## src/rtl/sobel_seq_pkg.sv

```systemverilog
// rtl/sobel_seq_pkg.sv - shared types and sizing helpers for the Sobel stream sequencer
package sobel_seq_pkg;

  localparam int PIX_W = 8;

  typedef enum logic [1:0] {
    IDLE   = 2'd0,
    ACTIVE = 2'd1,
    DONE   = 2'd2
  } seq_state_t;

  function automatic int col_w(input int img_w);
    return (img_w > 1) ? $clog2(img_w) : 1;
  endfunction

  function automatic int row_w(input int img_h);
    return (img_h > 1) ? $clog2(img_h) : 1;
  endfunction

endpackage

```

## src/rtl/core_sobel.sv

```systemverilog
// rtl/core_sobel.sv - combinational 3x3 Sobel magnitude |gx|+|gy| saturated to 8 bits
module core_sobel (
  input  logic [7:0] p00,
  input  logic [7:0] p01,
  input  logic [7:0] p02,
  input  logic [7:0] p10,
  input  logic [7:0] p12,
  input  logic [7:0] p20,
  input  logic [7:0] p21,
  input  logic [7:0] p22,
  output logic [7:0] mag
);

  logic [9:0]  pos_x, neg_x, pos_y, neg_y;
  logic [9:0]  abs_x, abs_y;
  logic [10:0] sum;

  always_comb begin
    pos_x = {2'b00, p02} + {1'b0, p12, 1'b0} + {2'b00, p22};
    neg_x = {2'b00, p00} + {1'b0, p10, 1'b0} + {2'b00, p20};
    pos_y = {2'b00, p20} + {1'b0, p21, 1'b0} + {2'b00, p22};
    neg_y = {2'b00, p00} + {1'b0, p01, 1'b0} + {2'b00, p02};
    abs_x = (pos_x >= neg_x) ? (pos_x - neg_x) : (neg_x - pos_x);
    abs_y = (pos_y >= neg_y) ? (pos_y - neg_y) : (neg_y - pos_y);
    sum   = {1'b0, abs_x} + {1'b0, abs_y};
    mag   = (sum > 11'd255) ? 8'hFF : sum[7:0];
  end

endmodule

```

## src/rtl/sobel_line_buffer.sv

```systemverilog
// rtl/sobel_line_buffer.sv - one image line of pixels, synchronous write, combinational read
module sobel_line_buffer
  import sobel_seq_pkg::*;
#(
  parameter int DEPTH = 64,
  parameter int AW    = 6
) (
  input  logic             clk,
  input  logic             we,
  input  logic [AW-1:0]    addr,
  input  logic [PIX_W-1:0] wdata,
  output logic [PIX_W-1:0] rdata
);

  logic [PIX_W-1:0] mem [DEPTH];

  // Read returns the pre-write contents, so a shared address gives read-before-write.
  always_ff @(posedge clk) begin
    if (we) begin
      mem[addr] <= wdata;
    end
  end

  assign rdata = mem[addr];

endmodule

```

## src/rtl/sobel_stream_sequencer.sv

```systemverilog
// rtl/sobel_stream_sequencer.sv - streams a raster frame through core_sobel with two line buffers
module sobel_stream_sequencer
  import sobel_seq_pkg::*;
#(
  parameter int IMG_W = 64,
  parameter int IMG_H = 48
) (
  input  logic             clk,
  input  logic             reset,
  input  logic             start,
  input  logic [PIX_W-1:0] in_data,
  input  logic             in_valid,
  output logic             in_ready,
  output logic [PIX_W-1:0] out_data,
  output logic             out_valid,
  input  logic             out_ready,
  output logic             out_last,
  output logic             busy,
  output logic             frame_done
);

  localparam int COL_W = col_w(IMG_W);
  localparam int ROW_W = row_w(IMG_H);
  localparam logic [COL_W-1:0] COL_LAST = COL_W'(IMG_W - 1);
  localparam logic [ROW_W-1:0] ROW_LAST = ROW_W'(IMG_H - 1);
  localparam logic [COL_W-1:0] COL_TWO  = COL_W'(2);
  localparam logic [ROW_W-1:0] ROW_TWO  = ROW_W'(2);

  seq_state_t       state;
  logic [COL_W-1:0] col;
  logic [ROW_W-1:0] row;
  logic             input_exhausted;

  // Window: hist holds the two older columns; the right column is live (line buffers + in_data).
  logic [2:0][1:0][PIX_W-1:0] hist;
  logic [2:0][PIX_W-1:0]      live;
  logic [PIX_W-1:0]           lb_old_rd, lb_new_rd, sobel_mag;
  logic                       in_accept, out_accept, at_last_pix, produce;

  assign in_ready    = (state == ACTIVE) && (!out_valid || out_ready) && !input_exhausted;
  assign in_accept   = in_valid && in_ready;
  assign out_accept  = out_valid && out_ready;
  assign at_last_pix = (row == ROW_LAST) && (col == COL_LAST);
  assign produce     = in_accept && (row >= ROW_TWO) && (col >= COL_TWO);
  assign live        = {in_data, lb_new_rd, lb_old_rd};

  sobel_line_buffer #(
    .DEPTH (IMG_W),
    .AW    (COL_W)
  ) u_lb_old (
    .clk   (clk),
    .we    (in_accept),
    .addr  (col),
    .wdata (lb_new_rd),
    .rdata (lb_old_rd)
  );

  sobel_line_buffer #(
    .DEPTH (IMG_W),
    .AW    (COL_W)
  ) u_lb_new (
    .clk   (clk),
    .we    (in_accept),
    .addr  (col),
    .wdata (in_data),
    .rdata (lb_new_rd)
  );

  core_sobel u_core (
    .p00 (hist[0][0]),
    .p01 (hist[0][1]),
    .p02 (live[0]),
    .p10 (hist[1][0]),
    .p12 (live[1]),
    .p20 (hist[2][0]),
    .p21 (hist[2][1]),
    .p22 (live[2]),
    .mag (sobel_mag)
  );

  always_ff @(posedge clk or negedge reset) begin
    if (!reset) begin
      state           <= IDLE;
      col             <= '0;
      row             <= '0;
      input_exhausted <= 1'b0;
      hist            <= '0;
      out_data        <= '0;
      out_valid       <= 1'b0;
      out_last        <= 1'b0;
      busy            <= 1'b0;
      frame_done      <= 1'b0;
    end else begin
      case (state)
        IDLE: begin
          if (start) begin
            state           <= ACTIVE;
            busy            <= 1'b1;
            col             <= '0;
            row             <= '0;
            input_exhausted <= 1'b0;
          end
        end

        ACTIVE: begin
          if (in_accept) begin
            for (int r = 0; r < 3; r++) begin
              hist[r][0] <= hist[r][1];
              hist[r][1] <= live[r];
            end
            if (at_last_pix) begin
              input_exhausted <= 1'b1;
              col             <= '0;
              row             <= '0;
            end else if (col == COL_LAST) begin
              col <= '0;
              row <= row + 1'b1;
            end else begin
              col <= col + 1'b1;
            end
          end

          // A new result may replace one being accepted in the same cycle, keeping full rate.
          if (produce) begin
            out_data  <= sobel_mag;
            out_valid <= 1'b1;
            out_last  <= at_last_pix;
          end else if (out_accept) begin
            out_valid <= 1'b0;
            out_last  <= 1'b0;
          end

          if (out_accept && out_last) begin
            state      <= DONE;
            frame_done <= 1'b1;
          end
        end

        DONE: begin
          state      <= IDLE;
          frame_done <= 1'b0;
          busy       <= 1'b0;
        end

        default: begin
          state <= IDLE;
          busy  <= 1'b0;
        end
      endcase
    end
  end

endmodule

```

## config.mk

```make
export PLATFORM = sky130hd
export DESIGN_NAME = sobel_stream_sequencer
export DESIGN_NICKNAME = d
export VERILOG_FILES = /design/src/rtl/sobel_seq_pkg.sv /design/src/rtl/core_sobel.sv /design/src/rtl/sobel_line_buffer.sv /design/src/rtl/sobel_stream_sequencer.sv
export SDC_FILE = /design/constraint.sdc
export NUM_CORES = 1
export LEC_CHECK = 0
export ABC_AREA = 1
export CAP_MARGIN = 10
export CORE_MARGIN = 1
export CORE_UTILIZATION = 51
export CTS_CLUSTER_SIZE = 30
export DETAILED_ROUTE_END_ITERATION = 16
export PLACE_DENSITY = 0.73
export SYNTH_ARGS = -nofsm -noshare
export SYNTH_HDL_FRONTEND = slang
export SYNTH_SLANG_ARGS = --single-unit
```

## constraint.sdc

```tcl
create_clock -name clk -period 6.2 [get_ports clk]
set_input_delay 0.93 -clock clk [delete_from_list [all_inputs] [get_ports clk]]
set_output_delay 0.93 -clock clk [all_outputs]
set_load 0.005 [all_outputs]
```

======== Word-level counts from Yosys, hierarchy flattened ========
Memory sizes are Yosys's and may differ from the RTL's.
Index checks and enable logic that the tools add are counted.
storage, ports and cells
  register bits ........................... 75
  memory bits (writable) .................. 1024
  input port bits ......................... 13
  output and inout port bits .............. 13
  logic and storage cells ................. 99
  memories ................................ 2
cells by class
  $add $sub $neg .......................... 15
  $lt $le $gt $ge ......................... 5
  eq/ne operators ......................... 9
  mux-type cells .......................... 28
  bitwise logic cells ..................... 1
  reduce and logical (&&, ||, !) cells .... 24
memories
  name          depth  bits a word  read ports  clocked after memory_dff  write ports  line                     source
  u_lb_new.mem  64     8            1           0                         1            sobel_line_buffer.sv:15  logic [PIX_W-1:0] mem [DEPTH];
  u_lb_old.mem  64     8            1           0                         1            sobel_line_buffer.sv:15
operators with widths
  kind                 count
  $mux 6               7
  $add 10x8->10        4
  $add 8x9->10         4
  $sub 10x10->10       4
  $pmux 6 s2           2
  $ge 10x10->1         2
  $mux 10              2
  $add 6x1->6 const B  2
  $eq 6x6->1 const B   2
  $ge 6x2->1 const B   2
  $reduce_and 2->1     6
  $add 10x10->11       1
  $gt 11x8->1 const B  1
  $mux 1               10
  $logic_and 1x1->1    8
  $mux 8               1
  $reduce_and 4->1     2
  $ne 2x2->1 const B   3
  $pmux 1 s2           3
  $reduce_bool 2->1    3
  $mux 2               2
  $pmux 2 s2           1
  $ne 3x2->1 const B   1
  $reduce_and 3->1     1
  other kinds (7)      8

======== Longest topological paths before layout ========
  depth after elaboration ................. 9
  gate-level depth with buffers ........... 47
  gate-level depth less buffers ........... 44

======== Modules after synthesis ========
Synthesis repeated with hierarchy kept, for this count alone.
unflattened totals
  cells, all modules ...................... 5519
  area total of the unflattened synthesis .. 51937.3 sq um
modules (own cells, without submodules)
  module                  times used  cells an instance  area an instance (sq um)  sequential area each (sq um)
  sobel_line_buffer       2           2159               21884.7                   15374.7
  core_sobel              1           811                4877.2                    0.0
  sobel_stream_sequencer  1           390                3290.7                    1876.8

======== Worst setup path after synthesis ========
No wires, ideal clock.
  path type ............................... reg-to-reg
  start ................................... reg col[0]
  end ..................................... reg out_data[5]
  setup time .............................. 0.117 ns
  data arrival time ....................... 6.697 ns
  data required time ...................... 6.083 ns
  path slack .............................. -0.613 ns
  stages on the path, launching flop included .. 43
  path through ............................ dfrtp_1 buf_4 inv_2 buf_4 buf_2 nand2_1 nand2_1 nand2_1 nand2_1 nand2_1 nand2_1 nand2_1 nand2_1 nor2_1 nand2_1 inv_1 fa_1 inv_1 [7 not listed] xor2_1 inv_1 ha_1 clkbuf_1 nand2_1 nor2_1 nand3_1 nand4_1 buf_2 mux2i_1 ha_1 a21o_1 o21bai_1 nand2_1 nor2_1 nand3_1 nor2_1 nor2_1
on the way
  longest elaborated chain between the ends .. 8
ends and longest elaborated chain
  item                                                   line                           source
  from (decl)                                            sobel_stream_sequencer.sv:30   logic [COL_W-1:0] col;
  from (signal assigned)                                 sobel_stream_sequencer.sv:119  col <= col + 1'b1;
  $mem_v2 64x8 *                                         -
  via lb_new_rd[0]                                       sobel_stream_sequencer.sv:37   logic [PIX_W-1:0] lb_old_rd, lb_new_rd, sobel_mag;
  $add 8x9->10 *                                         core_sobel.sv:19               pos_x = {2'b00, p02} + {1'b0, p12, 1'b0} + {2'b00, p22};
  $add 10x8->10 *                                        core_sobel.sv:19
  $sub 10x10->10 / $ge 10x10->1 (equally long branches)  core_sobel.sv:23               abs_x = (pos_x >= neg_x) ? (pos_x - neg_x) : (neg_x - pos_x);
  $mux 10 *                                              core_sobel.sv:23
  $add 10x10->11 *                                       core_sobel.sv:25               sum = {1'b0, abs_x} + {1'b0, abs_y};
  $gt 11x8->1                                            core_sobel.sv:26               mag = (sum > 11'd255) ? 8'hFF : sum[7:0];
  $mux 8 *                                               core_sobel.sv:26
  to (signal assigned)                                   sobel_stream_sequencer.sv:125  out_data <= sobel_mag;
  to (decl)                                              sobel_stream_sequencer.sv:14   output logic [PIX_W-1:0] out_data,
The timed path passes the listed nets; every way through them passes the cells marked *.
A chain may end at the register's enable or synchronous reset.

======== Final worst setup path ========
  start ................................... reg col[0]
  end ..................................... reg out_data[6]
Same word-level chain as after synthesis.

==> impl_metrics.py <==
metrics = {
    "setup_path": {
        "rr_endpoint": "out_data[6]",
        "cp-end-kind": "flop",
        "r2r_cells": 44,
        "crit_path_start_kind": "flop",
        "cp_data_arrival_time_ns": 7.00,
        "path_buf_inv": 12,
        "ff2ff_setup_slack_ns": -0.23,
        "cpLargestDelayFamily": "simple AND/OR/NAND/NOR gates",
        "crit_type": "flop to flop",
        "cp_max_fo": 13,
        "cp_slowest_stage_delay_ns": 0.51,
        "slowest_stage": "fa_2",
        "crit_required_ns": 6.77,
        "rr_startpoint": "col[0]",
        "cp_common_cell": "nand2_1",
    },
    "route": {
        "postRouteAntennaNets": 0,
        "drtIter0Drc": 4705,
        "firstDrtPassIters": 8,
        "via_per_inst": 5.45,
        "finalWirelength_um": 144000,
        "wl_per_cell_um": 20.6,
        "remaining_drc_errors": 0,
        "vias": 38161,
    },
    "run_status": {
        "status": "complete, but fails checks",
        "violations": "negative setup slack",
    },
    "synthesis": {
        "synth_warnings": 0,
        "yosys_register_bits": 1099,
        "ys_types": 42,
        "synth-xor-area-share_pct": 0.916,
        "synth_nets": 5400,
        "yosys.area.top_type": "edfxtp_1",
        "synthAdderAreaFrac_pct": 3.63,
        "synth_top_family_by_area": "simple AND/OR/NAND/NOR gates",
        "post_synth.cell_area_avg_sq_um": 9.63,
        "yosysSeqAreaShare_pct": 64.4,
        "synthMostInstantiatedCell": "nand2_1",
        "async_reset_ff_share_pct": 6.82,
        "synth.area.mux_share_pct": 0.158,
        "yosys.area_share.simple_pct": 25.7,
        "synth_top_area_share_pct": 60.7,
        "syn-instance-count": 5262,
        "synth_edf_count": 1024,
        "ys_top_cells_by_area": "edfxtp_1, nand2_1, dfrtp_1",
        "synth_compound_area_share_pct": 1.69,
        "synthTopCellsByCount": "nand2_1, edfxtp_1, inv_1",
        "syn_area_sq_mm": 0.0507,
        "synth-main-ff-cell": "edfxtp_1",
    },
    "timing": {
        "tightestPinTransition_ns": 1.03,
        "fmax_mhz": 156,
        "max_slew_margin_pct": 31.6,
        "finalWorstPathRequiredPeriod_ns": 6.43,
        "hold_ws_ns": 0.0817,
        "timing.final.ws_setup_ns": -0.227,
        "setup_viol_count_final": 8,
        "hold_violations": 0,
        "fin_crit_sh_pct": 104,
        "skew_ns": 0.0419,
        "rsz0062_at_grt": "yes",
        "drv_slew": 0,
    },
    "global_routing": {
        "gr-usage-met3_pct": 5.01,
        "grt_pass1_vias": 36564,
        "grtUsageMet1_pct": 38.3,
        "overflow": 0,
        "grt_max_degree": 71,
        "grt_first_pass_wirelength_um": 217000,
        "grt_antenna_before_repair": 5,
        "use_met2_pct": 46.0,
        "grt_usage_pct": 28.8,
        "busiest_layer": "met2",
    },
    "placed_design": {
        "hpwl_um": 86200,
        "gp_congestion": 0.951,
        "portBuffers": 25,
    },
    "finish": {
        "final_core_util_pct": 61.8,
        "drive_gt1_share_pct": 14.7,
        "final_nets": 5764,
        "syn2layout_area_growth_pct": 20.0,
    },
    "flow_run": {
        "drv_cap": 0,
    },
    "die": {
        "die_area_sq_mm": 0.101,
        "io_pins": 26,
        "die_y_um": 317,
        "fp.dieW_um": 317,
        "core_area_sq_mm": 0.0984,
        "rows": 115,
        "start_util_pct": 51.5,
    },
    "hold_path": {
        "hp-class": "primary input to async pin",
    },
    "clock_network": {
        "cts.sinks": 1099,
        "cts.htree.levels": 3,
        "cts.clk_slew.worst_paths_ns": 0.06,
        "root_buffer": "clkbuf_16",
        "ctsHoldBuffers": 0,
        "cts_tree": "yes",
        "clk_latency_ns": 0.72,
        "cts_buffer_depth": 3,
        "cts_buffers": 112,
    },
}
-- cells by family after synthesis --
| family | count (synthesis) |
|---|---|
| compound gates | 156 |
| xor+xnor | 53 |
| fa+ha+maj | 125 |
| buf+inv | 399 |
| flops | 1099 |
| mux | 8 |
| simple gates | 3422 |
-- cell type report --
type / instances / area (sq um)
Tap cell: 1287 / 1610
Timing Repair Buffer: 474 / 4930
Sequential cell: 1099 / 32600
Timing Repair inverter: 3 / 38.8
Fill cell: 7626 / 37600
Antenna cell: 1 / 2.50
Clock inverter: 73 / 812
Multi-Input combinational cell: 3764 / 17100
Clock buffer: 132 / 2920
Inverter: 172 / 703
-- stage by stage --
stage / setup WS (ns) / std cells / setup TNS (ns) / instance area [sq um]
after detailed placement: -0.534 / 6740 / -4.01 / 55000
final: -0.227 / 7005 / -1.65 / 60800
after CTS: 0.00795 / 6990 / 0 / 60500
after global placement: -0.393 / 6740 / -2.86 / 55000
after global routing: -0.504 / 7004 / -3.82 / 60800
after floorplan: 0.00479 / 5262 / 0 / 50700
-- sequential cells by signal, summed over array words and instances (netlist names) --
signal / cells
u_lb_new.mem: 512
u_lb_old.mem: 512
hist: 48
out_data: 8
col: 6
row: 6
state: 2
busy: 1
frame_done: 1
input_exhausted: 1
out_last: 1
out_valid: 1
-- what timing repair did --
| action | CTS | global route |
|---|---|---|
| endpoints found under the setup margin | 8 | 8 |
| buffers inserted | 23 | 13 |
| gates cloned | 24 | 2 |
| gates resized for setup | 226 | 56 |
| pin swaps | 49 | 54 |
-- worst max path at each step --
stage               startpoint          end  slack (ns)  cells past startpoint
floorplan               col[1]  out_data[5]       0.005                     36
global placement        col[0]  out_data[5]       -0.39                     43
detailed placement      col[0]  out_data[6]       -0.53                     44
CTS                     col[0]  out_data[2]       0.008                     43
global route            col[0]  out_data[2]       -0.50                     44
finish                  col[0]  out_data[6]       -0.23                     44
-- layout by cell type (no fill, tap or decap), drive strengths merged, types with 5 or more instances in the layout --
| cell | count |
|---|---|
| clkbuf | 133 |
| o21ai | 45 |
| mux2i | 8 |
| nand2 | 3183 |
| xnor2 | 5 |
| or2 | 7 |
| nor3 | 18 |
| nor2 | 157 |
| dfrtp | 75 |
| fa | 37 |
| inv | 177 |
| o21bai | 9 |
| bufinv | 16 |
| nand3 | 38 |
| buf | 446 |
| clkinv | 48 |
| nand3b | 8 |
| ha | 88 |
| xor2 | 48 |
| clkdlybuf4s50 | 16 |
| a21oi | 82 |
| edfxtp | 1024 |
| clkinvlp | 7 |
| bufbuf | 11 |
| nand4 | 10 |
-- metal layers --
metal,vias up,part of all wire [%]
met3,406,9.8
li1,17709,-
met1,18009,39
met4,2,5.3
met5,-,0.0090
met2,2035,46
Power is left out: the tool's default activity adds up to more than one toggle a clock period on the data nets, which glitch-free logic cannot reach.
